<file path="config.mk">
export PLATFORM = sky130hd
export DESIGN_NAME = axi4_lite_read_master_engine
export DESIGN_NICKNAME = d
export VERILOG_FILES = /design/src/rtl/axi4_lite_read_master_engine.sv
export SDC_FILE = /design/constraint.sdc
export NUM_CORES = 1
export LEC_CHECK = 0
export ABC_CLOCK_PERIOD_IN_PS = 2300
export CAP_MARGIN = 20
export CORE_UTILIZATION = 40
export CTS_BUF_LIST = sky130_fd_sc_hd__clkbuf_8
export DETAILED_ROUTE_END_ITERATION = 8
export GPL_ROUTABILITY_DRIVEN = 0
export GPL_TIMING_DRIVEN = 0
export HOLD_SLACK_MARGIN = 0.12
export PLACE_DENSITY_LB_ADDON = 0.25
export RECOVER_POWER = 100
export SETUP_SLACK_MARGIN = 0.02
export SLEW_MARGIN = 20
export SYNTH_ARGS = -nofsm -noshare
export SYNTH_HDL_FRONTEND = slang
export SYNTH_SLANG_ARGS = --single-unit
</file>
<file path="constraint.sdc">
create_clock -name aclk_i -period 2.3 [get_ports aclk_i]
set_input_delay 0.345 -clock aclk_i [delete_from_list [all_inputs] [get_ports aclk_i]]
set_output_delay 0.345 -clock aclk_i [all_outputs]
set_load 0.05 [all_outputs]
</file>
<file path="src/rtl/axi4_lite_read_master_engine.sv">
// AXI4-Lite read master engine.
// Accepts local read requests, issues in-window ones on AR and completes out-of-window
// ones locally with DECERR. Up to MaxOutstanding requests may be accepted but not yet
// answered; responses always leave in request-acceptance order through a single output
// register. MaxOutstanding = 1 gives blocking reads.
//
// Ports:
//   aclk_i, areset_i          clock, asynchronous active-high reset
//   req_valid_i/req_ready_o   request handshake, req_addr_i / req_prot_i payload
//   rsp_valid_o/rsp_ready_i   response handshake, rsp_data_o / rsp_resp_o payload
//   araddr_o, arprot_o, arvalid_o, arready_i   AR channel
//   rdata_i, rresp_i, rvalid_i, rready_o       R channel
//   outstanding_o             order-FIFO occupancy
module axi4_lite_read_master_engine #(
  parameter int unsigned             AddressWidth   = 32,
  parameter int unsigned             DataWidth      = 32,
  parameter int unsigned             MaxOutstanding = 4,
  parameter logic [AddressWidth-1:0] MinAddress     = '0,
  parameter logic [AddressWidth-1:0] MaxAddress     = '1,
  localparam int unsigned            CntWidth       = $clog2(MaxOutstanding + 1)
) (
  input  logic                    aclk_i,
  input  logic                    areset_i,
  input  logic                    req_valid_i,
  output logic                    req_ready_o,
  input  logic [AddressWidth-1:0] req_addr_i,
  input  logic [2:0]              req_prot_i,
  output logic                    rsp_valid_o,
  input  logic                    rsp_ready_i,
  output logic [DataWidth-1:0]    rsp_data_o,
  output logic [1:0]              rsp_resp_o,
  output logic [AddressWidth-1:0] araddr_o,
  output logic [2:0]              arprot_o,
  output logic                    arvalid_o,
  input  logic                    arready_i,
  input  logic [DataWidth-1:0]    rdata_i,
  input  logic [1:0]              rresp_i,
  input  logic                    rvalid_i,
  output logic                    rready_o,
  output logic [CntWidth-1:0]     outstanding_o
);

  localparam int unsigned PtrWidth = (MaxOutstanding > 1) ? $clog2(MaxOutstanding) : 1;
  localparam logic [PtrWidth-1:0] LastPtr = PtrWidth'(MaxOutstanding - 1);
  localparam logic [CntWidth-1:0] FullCnt = CntWidth'(MaxOutstanding);

  // Order FIFO: 0 = bus read, 1 = local DECERR.
  logic [MaxOutstanding-1:0] fifo_q, fifo_d;
  logic [PtrWidth-1:0]       wr_ptr_q, wr_ptr_d, rd_ptr_q, rd_ptr_d;
  logic [CntWidth-1:0]       count_q, count_d;

  logic                    ar_valid_q, ar_valid_d;
  logic [AddressWidth-1:0] ar_addr_q, ar_addr_d;
  logic [2:0]              ar_prot_q, ar_prot_d;

  logic                 rsp_valid_q, rsp_valid_d;
  logic [DataWidth-1:0] rsp_data_q, rsp_data_d;
  logic [1:0]           rsp_resp_q, rsp_resp_d;

  logic ge_min, le_max, in_range;
  logic fifo_full, fifo_empty, head;
  logic out_free, push, pop, load_local, load_bus;

  // Bounds at the extremes of the address space are trivially met; skipping the compare
  // avoids constant-result comparisons.
  if (MinAddress == '0) begin : g_no_min
    assign ge_min = 1'b1;
  end else begin : g_min
    assign ge_min = (req_addr_i >= MinAddress);
  end

  if (MaxAddress == '1) begin : g_no_max
    assign le_max = 1'b1;
  end else begin : g_max
    assign le_max = (req_addr_i <= MaxAddress);
  end

  assign in_range = ge_min && le_max;

  // Full comes from the registered count, so a pop never frees a slot in the same cycle.
  assign fifo_full  = (count_q == FullCnt);
  assign fifo_empty = (count_q == '0);
  assign head       = fifo_q[rd_ptr_q];

  assign req_ready_o = !areset_i && !fifo_full && !(ar_valid_q && !arready_i);
  assign push        = req_valid_i && req_ready_o;

  assign out_free   = !rsp_valid_q || rsp_ready_i;
  assign rready_o   = !fifo_empty && !head && out_free;
  assign load_bus   = rvalid_i && rready_o;
  assign load_local = !fifo_empty && head && out_free;
  assign pop        = load_bus || load_local;

  always_comb begin
    fifo_d   = fifo_q;
    wr_ptr_d = wr_ptr_q;
    rd_ptr_d = rd_ptr_q;
    count_d  = count_q;
    if (push) begin
      fifo_d[wr_ptr_q] = !in_range;
      wr_ptr_d = (wr_ptr_q == LastPtr) ? '0 : wr_ptr_q + PtrWidth'(1);
    end
    if (pop) begin
      rd_ptr_d = (rd_ptr_q == LastPtr) ? '0 : rd_ptr_q + PtrWidth'(1);
    end
    if (push && !pop) begin
      count_d = count_q + CntWidth'(1);
    end else if (!push && pop) begin
      count_d = count_q - CntWidth'(1);
    end
  end

  // A push is only possible when AR is idle or handshaking, so reloading never drops an AR.
  always_comb begin
    ar_valid_d = ar_valid_q;
    ar_addr_d  = ar_addr_q;
    ar_prot_d  = ar_prot_q;
    if (push && in_range) begin
      ar_valid_d = 1'b1;
      ar_addr_d  = req_addr_i;
      ar_prot_d  = req_prot_i;
    end else if (ar_valid_q && arready_i) begin
      ar_valid_d = 1'b0;
    end
  end

  always_comb begin
    rsp_valid_d = rsp_valid_q;
    rsp_data_d  = rsp_data_q;
    rsp_resp_d  = rsp_resp_q;
    if (load_local) begin
      rsp_valid_d = 1'b1;
      rsp_data_d  = '0;
      rsp_resp_d  = 2'b11;
    end else if (load_bus) begin
      rsp_valid_d = 1'b1;
      rsp_data_d  = rdata_i;
      rsp_resp_d  = rresp_i;
    end else if (rsp_ready_i) begin
      rsp_valid_d = 1'b0;
    end
  end

  always_ff @(posedge aclk_i or posedge areset_i) begin
    if (areset_i) begin
      fifo_q      <= '0;
      wr_ptr_q    <= '0;
      rd_ptr_q    <= '0;
      count_q     <= '0;
      ar_valid_q  <= 1'b0;
      ar_addr_q   <= '0;
      ar_prot_q   <= '0;
      rsp_valid_q <= 1'b0;
      rsp_data_q  <= '0;
      rsp_resp_q  <= '0;
    end else begin
      fifo_q      <= fifo_d;
      wr_ptr_q    <= wr_ptr_d;
      rd_ptr_q    <= rd_ptr_d;
      count_q     <= count_d;
      ar_valid_q  <= ar_valid_d;
      ar_addr_q   <= ar_addr_d;
      ar_prot_q   <= ar_prot_d;
      rsp_valid_q <= rsp_valid_d;
      rsp_data_q  <= rsp_data_d;
      rsp_resp_q  <= rsp_resp_d;
    end
  end

  assign arvalid_o     = ar_valid_q;
  assign araddr_o      = ar_addr_q;
  assign arprot_o      = ar_prot_q;
  assign rsp_valid_o   = rsp_valid_q;
  assign rsp_data_o    = rsp_data_q;
  assign rsp_resp_o    = rsp_resp_q;
  assign outstanding_o = count_q;

endmodule

</file>
=== Word-level counts from Yosys, hierarchy flattened ===
Cells that the tools add are included.

* Register bits after elaboration: 82
* Bits in latches: 0
* Bits in writable memories: 0
* Bits in read-only memories: 0
* Input bits: 75
* Output and inout bits: 76
* Word-level logic and storage cells: 68
* Memories kept: 0

* Add/sub/neg operators: 4
* $mul: 0
* Divide/modulo/power cells: 0
* $lt $le $gt $ge: 3
* Eq/ne operators: 3
* Shift operators: 0
* Multiplexer cells: 17
* Bitwise gates (word level): 2
* Reduce and logical (&&, ||, !) cells: 29

{| class="wikitable"
|+ Operator list
! operator !! number
|-
| $mux 32 || 2
|-
| $logic_and 1x1->1 || 13
|-
| $logic_not 1->1 || 9
|-
| $mux 2 || 4
|-
| $mux 1 || 7
|-
| $lt 2x3->1 const B || 2
|-
| $mux 3 || 2
|-
| $reduce_bool 2->1 || 3
|-
| $add 2x1->2 const B || 2
|-
| $and 4x4->4 || 1
|-
| $eq 2x2->1 const B || 2
|-
| $not 4->4 || 1
|-
| $add 3x1->3 const B || 1
|-
| $eq 3x3->1 const B || 1
|-
| $logic_not 3->1 || 1
|-
| $reduce_bool 3->1 || 1
|-
| $sub 3x1->3 const B || 1
|-
| $bmux 1 s2 || 1
|-
| $demux 1 s2 || 1
|-
| $ge 2x1->1 const B || 1
|-
| $logic_or 1x1->1 || 2
|}

=== Depth between registers and ports, before layout ===
Gate-level depths: netlist of run 1.

* Word-level depth: 10
* Mapped depth: 11
* Gate-level depth less buffers: 9

=== Worst setup path before layout of run 1 ===
OpenSTA, ideal clock, no wires.

* Path kind: flip-flop to output port
* From: register rsp_valid_q (netlist: rsp_valid_o)
* To: output port rready_o
* Data arrival time: 2.377 ns
* Data required time: 1.955 ns
* Slack: -0.422 ns
* Stages on the path, launching flop included: 6
* Buffers on the path: 3
* Path through: dfrtp_1 nor2b_1 clkbuf_1 clkbuf_1 clkbuf_1 nor3_1

* Longest elaborated chain between the ends: 3

{| class="wikitable"
|+ Ends and longest elaborated chain
! item !! line !! text
|-
| start, declared || 56 || <nowiki>logic rsp_valid_q, rsp_valid_d;</nowiki>
|-
| start signal, assigned || 164 || <nowiki>rsp_valid_q <= rsp_valid_d;</nowiki>
|-
| $logic_not 1->1 || 88 || <nowiki>assign out_free = !rsp_valid_q || rsp_ready_i;</nowiki>
|-
| $logic_or 1x1->1 || 88 ||
|-
| $logic_and 1x1->1 || 89 || <nowiki>assign rready_o = !fifo_empty && !head && out_free;</nowiki>
|-
| end, declared || 39 || <nowiki>output logic rready_o,</nowiki>
|}

No other way between the ends.

=== Worst setup path after layout of run 1 ===
* From: register rd_ptr_q[1]
* To: register count_q[1] (netlist: outstanding_o[1])

* Longest elaborated chain between the ends: 10
* Elaborated cells between the ends (all ways): 14
* Classes of those cells: 3 x mux; 11 x reduce/logical

{| class="wikitable"
|+ Ends and longest elaborated chain
! item !! line !! text
|-
| start, declared || 49 || <nowiki>logic [PtrWidth-1:0] wr_ptr_q, wr_ptr_d, rd_ptr_q, rd_ptr_d;</nowiki>
|-
| start signal, assigned || 159 || <nowiki>rd_ptr_q <= rd_ptr_d;</nowiki>
|-
| $bmux 1 s2 (*) || 83 || <nowiki>assign head = fifo_q[rd_ptr_q];</nowiki>
|-
| $mux 1 (implied by the code) (*) || 83 ||
|-
| $logic_not 1->1 || 89 ||
|-
| $logic_and 1x1->1 (2 in series) || 89 ||
|-
| $logic_and 1x1->1 || 90 || <nowiki>assign load_bus = rvalid_i && rready_o;</nowiki>
|-
| $logic_or 1x1->1 (*) || 92 || <nowiki>assign pop = load_bus || load_local;</nowiki>
|-
| $logic_not 1->1 (*) || 106 || <nowiki>if (push && !pop) begin</nowiki>
|-
| $logic_and 1x1->1 (*) || 106 ||
|-
| $mux 3 (*) || 106 ||
|-
| via count_d[1] || 50 || <nowiki>logic [CntWidth-1:0] count_q, count_d;</nowiki>
|-
| end signal, assigned || 160 || <nowiki>count_q <= count_d;</nowiki>
|-
| end, declared || 50 ||
|}

The timed path passes the listed nets; every way through them passes the cells marked *. The select of a mux whose other input is x is not followed.
A chain may end at the register's enable or synchronous reset.

==> results.json, run 1 <==
{
  "grt_util_met3": 0.0515,
  "grt-busiest-layer": "met2",
  "finalSetupViolations": 1,
  "cts_tree": "built",
  "r2r_end": "outstanding_o[1]$_DFFE_PP0P_",
  "fmax_mhz": 428,
  "worst_pin_slew_ns": 0.980,
  "antenna_cells": 0,
  "cap_violations": 0,
  "setup_ws_ns": -0.0370,
  "regToRegStartpoint": "rd_ptr_q[1]$_DFFE_PP0P_",
  "synth_cells": 420,
  "holdPathStages": 4,
  "start_kind": "flip-flop",
  "mostFrequentLayoutCells": "clkdlybuf4s50_1, dfrtp_1, mux2_2",
  "port_buffers": 149,
  "stdcell_area_um2": 6520,
  "status": "finished with violations",
  "grt_pass1_vias": 4195,
  "dieArea_um2": 11300,
  "wl_per_cell_um": 17.3,
  "clk_path_buf_depth": 2,
  "min-delay-start": "rvalid_i",
  "min_period_ns": 2.34,
  "drt.antenna.violating_nets": 0,
  "hold_path_class": "primary input to flip-flop",
  "synth_top_family_by_area": "simple AND/OR/NAND/NOR gates",
  "ff2ff_setup_slack_ns": -0.04,
  "die_h_um": 106,
  "cp_max_fo": 4,
  "yosysSeqAreaShare": 0.471,
  "reg2reg_depth": 8,
  "yosys.area_share.xor_xnor": 0.00603,
  "placed_cell_area_um2": 6180,
  "coreArea_um2": 10500,
  "synth_compound_area_frac": 0.135,
  "start_util": 0.417,
  "final_core_util": 0.623,
  "num-fill-cells": 876,
  "cp.arrival_ns": 2.57,
  "hold_viol_final": 0,
  "htree_levels": 3,
  "dp.cells": 708,
  "worstPathRequired_ns": 2.53,
  "ys.flop_type": "dfrtp_1",
  "vias": 4210,
  "synthAdderAreaFrac": 0.0218,
  "globalRouteMet1Util": 0.291,
  "postSynthAreaPerCell_um2": 10.4,
  "use_met2": 0.389,
  "skew_ns": 0.0142,
  "slew_violations": 0,
  "setup_tns_ns": -0.0370,
  "crit_type": "flip-flop to flip-flop",
  "synth-simple-area-share": 0.208,
  "num-nets-final": 685,
  "leakage_nw": 2.58,
  "crit_chain": "buf_8 -> mux2i_4 -> a22o_1 -> or3_4 -> ha_4 -> inv_2 -> fa_1 -> mux2_2",
  "die_w_um": 106,
  "tritoncts.num_buffers": 9,
  "hold_buffers": 0,
  "endpoint_kind": "flip-flop",
  "drt-initial-drc-count": 278,
  "violations": "setup timing",
  "muxShareOfSynthArea": 0.110,
  "synth.distinct_cells": 39,
  "first_pass_iters": 5,
  "grt_max_degree": 32,
  "clock_latency_ns": 0.35,
  "synth_nets": 502,
  "dp_slack_ns": -0.558,
  "fin_crit_sh": 1.02,
  "antenna_found_initial": 0,
  "synthArstFlopShare": 1.00,
  "ys_ff_latch": 82,
  "area_growth_pct": 49.6,
  "p_total_mw": 9.71,
  "dp_hpwl_um": 9040,
  "io_pins": 151,
  "grt_overflow": 0,
  "clock-sinks": 82,
  "final_common_cell": "clkdlybuf4s50_1",
  "avgViaCountPerCell": 5.66,
  "drc": 0,
  "drive_above_1_share": 0.178,
  "powerDensity_nw_per_um2": 1490,
  "yosysWarnings": 0,
  "fin_cells": 744,
  "synth_edf_count": 0,
  "cts_root_buf": "clkbuf_8",
  "rsz0062_at_grt": "yes",
  "crit_slowest_cell": "dfrtp_1",
  "grtUsageTotal": 0.228,
  "holdPathEnd": "rsp_data_o[24]$_DFFE_PP0P_",
  "hold_slack_ns": 0.482,
  "drt-total-wl_um": 12900,
  "peakVddDrop_uv": 906,
  "num_rows": 37,
  "max_stage_delay_ns": 0.41,
  "cts.clk_slew.worst_paths_ns": 0.09,
  "grt_pass1_wl_um": 20700,
  "syn_area_um2": 4360,
  "slew_headroom": 0.346
}
-- power by group --
group          internal (mW)  switching [mW]
combinational           2.29            3.66
clock                  0.512           0.574
sequential              2.11           0.573
-- Yosys cell counts (5+ instances only) --
library cell / number / share of area
dfrtp_1: 82 / 0.47
mux2_2: 38 / 0.098
o21ai_0: 34 / 0.039
clkbuf_1: 33 / 0.028
nand3_1: 33 / 0.038
nor3b_1: 33 / 0.057
a32oi_1: 32 / 0.064
nand2_1: 32 / 0.028
or4_1: 32 / 0.055
inv_1: 7 / 0.0060
ha_1: 6 / 0.017
buf_1: 5 / 0.0043
nor3_1: 5 / 0.0057
-- cells by family (layout without fill, tap and decap cells) --
| kind of cell | count (synthesis) | count (layout) |
|---|---|---|
| buffers and inverters | 52 | 240 |
| adder cells (fa/ha/maj) | 7 | 7 |
| AND/OR/NAND/NOR | 153 | 153 |
| AO/OA/AOI/OAI | 81 | 81 |
| XOR/XNOR | 3 | 3 |
| flip-flops | 82 | 82 |
| multiplexers | 42 | 42 |
-- registers in the layout, summed over array words and instances (netlist names) --
register       flops
rsp_data_o        32
arvalid_o          1
rsp_resp_o         2
rsp_valid_o        1
wr_ptr_q           2
outstanding_o      3
arprot_o           3
araddr_o          32
rd_ptr_q           2
fifo_q             4
-- worst max path at each step --
stage / from / endpoint / slack (ns) / cells past startpoint
global route: rd_ptr_q[1]$_DFFE_PP0P_ / outstanding_o[1]$_DFFE_PP0P_ / -0.07 / 8
CTS: rd_ptr_q[1]$_DFFE_PP0P_ / outstanding_o[1]$_DFFE_PP0P_ / -0.06 / 8
floorplan: arvalid_o$_DFFE_PP0P_ / outstanding_o[2]$_DFFE_PP0P_ / -0.05 / 9
finish: rd_ptr_q[1]$_DFFE_PP0P_ / outstanding_o[1]$_DFFE_PP0P_ / -0.04 / 8
global placement: rsp_ready_i / rready_o / -0.54 / 7
detailed placement: rsp_ready_i / rready_o / -0.56 / 7
-- critical path, delay by kind of cell (launching register included) --
family	cells	cell delay [ns]
AO/OA/AOI/OAI	1	0.26
flip-flops	1	0.41
AND/OR/NAND/NOR	1	0.35
buffers and inverters	2	0.19
adder cells (fa/ha/maj)	2	0.57
multiplexers	2	0.44
-- cell type report --
class	instances	area [um2]	share of cell area
Buffer	44	215	0.0330
Clock buffer	9	124	0.0190
Clock inverter	7	77.6	0.0119
Inverter	7	27.5	0.00422
Multi-Input combinational cell	286	2170	0.332
Sequential cell	82	2060	0.316
Tap cell	136	170	0.0261
Timing Repair Buffer	173	1680	0.258
-- per-layer routing --
layer	vias to the layer above	share of wire
met1	2056	0.41
met2	196	0.50
met4	0	0.0074
li1	1948	-
met3	10	0.081
met5	-	0
-- repair_timing --
item                                   CTS  global route
gates resized for setup                 12             9
buffers inserted                         6            15
setup endpoints to repair                4             3
endpoints found under the hold margin    0             0
pin swaps                                3             3
gates cloned                             0             0
(Power assumes the default switching activity.)
==> run 2, diff against run 1 <==
--- a/config.mk
+++ b/config.mk
@@ -5,10 +5,12 @@
 export SDC_FILE = /design/constraint.sdc
 export NUM_CORES = 1
 export LEC_CHECK = 0
+export ABC_AREA = 1
 export ABC_CLOCK_PERIOD_IN_PS = 2300
 export CAP_MARGIN = 20
-export CORE_UTILIZATION = 40
+export CORE_UTILIZATION = 39
 export CTS_BUF_LIST = sky130_fd_sc_hd__clkbuf_8
+export CTS_CLUSTER_DIAMETER = 100
 export DETAILED_ROUTE_END_ITERATION = 8
 export GPL_ROUTABILITY_DRIVEN = 0
 export GPL_TIMING_DRIVEN = 0
==> run 2 against run 1 <==
  * The flow now finishes without violations
  * Routed wire length shrank 38%
  * Maximum frequency is 5.8% higher
  * Total power fell by 18%
  * Worst hold slack lost 0.0088 ns
  * Critical path depth up 3
  * Global-route usage fell by 4.4 points
  * Synthesized cell count is 11% lower
  * Area after synthesis shrank 22%
  * Clock skew decreased by 0.0054 ns
  * Final cell count is 12% lower
  * Highest routed layer unchanged
==> results.json, run 2 <==
{
  "die_w_um": 95.2,
  "hold_slack_ns": 0.474,
  "cap_violations": 0,
  "crit_type": "primary input to flip-flop",
  "hold_buffers": 0,
  "finalSetupViolations": 0,
  "synth_nets": 455,
  "coreArea_um2": 8300,
  "grt_max_degree": 31,
  "ff2ff_setup_slack_ns": 0.14,
  "grtUsageTotal": 0.184,
  "grt_pass1_vias": 2808,
  "regToRegStartpoint": "arvalid_o$_DFFE_PP0P_",
  "synthTopCellsByArea": "dfrtp_1, nand2_1, nand2_2, ha_1, buf_6",
  "synth.distinct_cells": 22,
  "synth_edf_count": 0,
  "num_rows": 33,
  "rsz0062_at_grt": "yes",
  "slew_headroom": 0.294,
  "final_common_cell": "nand2_1",
  "synth_cells": 373,
  "min_period_ns": 2.21,
  "crit_chain": "dlygate4sd3_1 -> nor2_1 -> nand2_2 -> nor2_4 -> buf_6 -> ha_1 -> inv_1 -> fa_1 -> a21oi_1 -> o21ai_0 -> xor2_1",
  "clock_latency_ns": 0.34,
  "cp.arrival_ns": 2.42,
  "cts.clk_slew.worst_paths_ns": 0.08,
  "cts_root_buf": "clkbuf_8",
  "slew_violations": 0,
  "fin_crit_sh": 0.960,
  "ys_ff_latch": 82,
  "switching_share": 0.480,
  "yosysTopAreaCell": "dfrtp_1",
  "hold_viol_final": 0,
  "drive_above_1_share": 0.119,
  "dieArea_um2": 9060,
  "antenna_cells": 0,
  "antenna_found_initial": 0,
  "yosysWarnings": 0,
  "p_total_mw": 7.98,
  "synthArstFlopShare": 1.00,
  "hold_path_class": "flip-flop to flip-flop",
  "seqPwrFrac": 0.297,
  "p_sw_mw": 3.83,
  "holdPathStages": 2,
  "worst_pin_slew_ns": 1.05,
  "clk_path_buf_depth": 2,
  "area_growth_pct": 56.5,
  "min-delay-start": "araddr_o[28]$_DFFE_PP0P_",
  "cp_max_fo": 7,
  "first_pass_iters": 4,
  "ys.flop_type": "dfrtp_1",
  "r2r_end": "outstanding_o[2]$_DFFE_PP0P_",
  "drt-initial-drc-count": 90,
  "setup_ws_ns": 0.0914,
  "io_pins": 151,
  "setup_tns_ns": 0,
  "final_core_util": 0.639,
  "max_stage_delay_ns": 0.57,
  "powerDensity_nw_per_um2": 1500,
  "peakVddDrop_uv": 770,
  "drc": 0,
  "start_kind": "primary input",
  "reg2reg_depth": 12,
  "synthTopCellsByCount": "nand2_1, dfrtp_1, inv_1, nand2_2, buf_2",
  "vias": 2874,
  "endpoint_kind": "flip-flop",
  "wl_per_cell_um": 12.2,
  "mostFrequentLayoutCells": "nand2_1, clkdlybuf4s50_1, dfrtp_1",
  "postSynthAreaPerCell_um2": 9.08,
  "cts_tree": "built",
  "netlist.area_leader.share": 0.606,
  "drt-total-wl_um": 7940,
  "die_h_um": 95.2,
  "crit_family": "buffers and inverters",
  "tritoncts.num_buffers": 9,
  "dp_slack_ns": -0.416,
  "start_util": 0.408,
  "yosysMostFrequentCell": "nand2_1",
  "syn_area_um2": 3390,
  "htree_levels": 3,
  "drt.antenna.violating_nets": 0,
  "grt_pass1_wl_um": 12800,
  "p_clk_frac": 0.137,
  "worstPathRequired_ns": 2.51,
  "clock-sinks": 82,
  "holdPathEnd": "araddr_o[28]$_DFFE_PP0P_",
  "crit_buf_inv": 3,
  "p_comb_frac": 0.567,
  "intPower_mw": 4.15,
  "dp_hpwl_um": 5970,
  "port_buffers": 150,
  "fmax_mhz": 453,
  "status": "finished clean",
  "num-nets-final": 624,
  "leakage_nw": 2.65,
  "skew_ns": 0.00879,
  "grt_overflow": 0,
  "yosysSeqAreaShare": 0.606,
  "avgViaCountPerCell": 4.41,
  "crit_slowest_cell": "dlygate4sd3_1"
}
[run 2: cell types whose count changed after synthesis, sizes merged, moves of 4 or more]
cell,before,now
nor2,4,8
nor3b,33,0
or4,32,0
a32oi,32,0
nand2,32,225
mux2,38,1
inv,7,17
nand3,33,5
nor3,6,0
o21ai,34,5
clkbuf,35,1
[run 2: cell type report]
type	count	area [um2]
Clock buffer	9	124
Tap cell	105	131
Timing Repair Buffer	158	1550
Inverter	17	65.1
Fill cell	680	3000
Multi-Input combinational cell	260	1160
Clock inverter	7	86.3
Buffer	14	128
Sequential cell	82	2060
[run 2: tightest hold or removal path, delay by kind of cell, from the launching register on]
family | cells | cell delay, ns
flops | 1 | 0.35
simple gates | 2 | 0.10
[run 2: how the worst max path moves through the flow]
stage               cells after the start  slack (ns)                         start                           end
floorplan                              11        0.06  outstanding_o[0]$_DFFE_PP0P_  outstanding_o[2]$_DFFE_PP0P_
global placement                       12       -0.39                     arready_i  outstanding_o[2]$_DFFE_PP0P_
detailed placement                     12       -0.42                     arready_i  outstanding_o[2]$_DFFE_PP0P_
CTS                                    12        0.03         arvalid_o$_DFFE_PP0P_  outstanding_o[2]$_DFFE_PP0P_
global route                           12      -0.006         arvalid_o$_DFFE_PP0P_  outstanding_o[2]$_DFFE_PP0P_
finish                                 11        0.09                      areset_i  outstanding_o[2]$_DFFE_PP0P_
[run 2: repair_timing]
action	in CTS	in global routing
buffers inserted	0	6
setup endpoints to repair	4	3
pin swaps	0	2
gates resized for setup	6	4
[run 2: cells by family after synthesis]
kind of cell	count (synthesis)	synth area share
adders and majority gates	7	0.0281
buffers and inverters	31	0.0528
DFF	82	0.606
AOI/OAI and AO/OA	12	0.0218
muxes	1	0.00332
and+or+nand+nor	238	0.283
xor gates and xnor gates	2	0.00517
[run 2: metrics by stage]
stage                     cells  cell area [um2]
final                       652             5300
after global routing        652             5300
after CTS                   646             5290
after detailed placement    630             5070
after global placement      628             5030
after floorplan             373             3400
[run 2: power groups by stage]
stage	logic [mW]	clock network [mW]	registers, mW
global placement	4.47	0	2.36
finish	4.52	1.09	2.37
floorplan	1.15	0	4.21
detailed placement	4.54	0	2.38
global route	4.82	1.19	2.44
CTS	4.55	1.12	2.37
[run 2: metal layers]
metal | GRT usage | wire [um]
met5 | 0 | 0
met4 | 0.0669 | 74
met3 | 0.0486 | 548
met2 | 0.314 | 3950
met1 | 0.224 | 3360
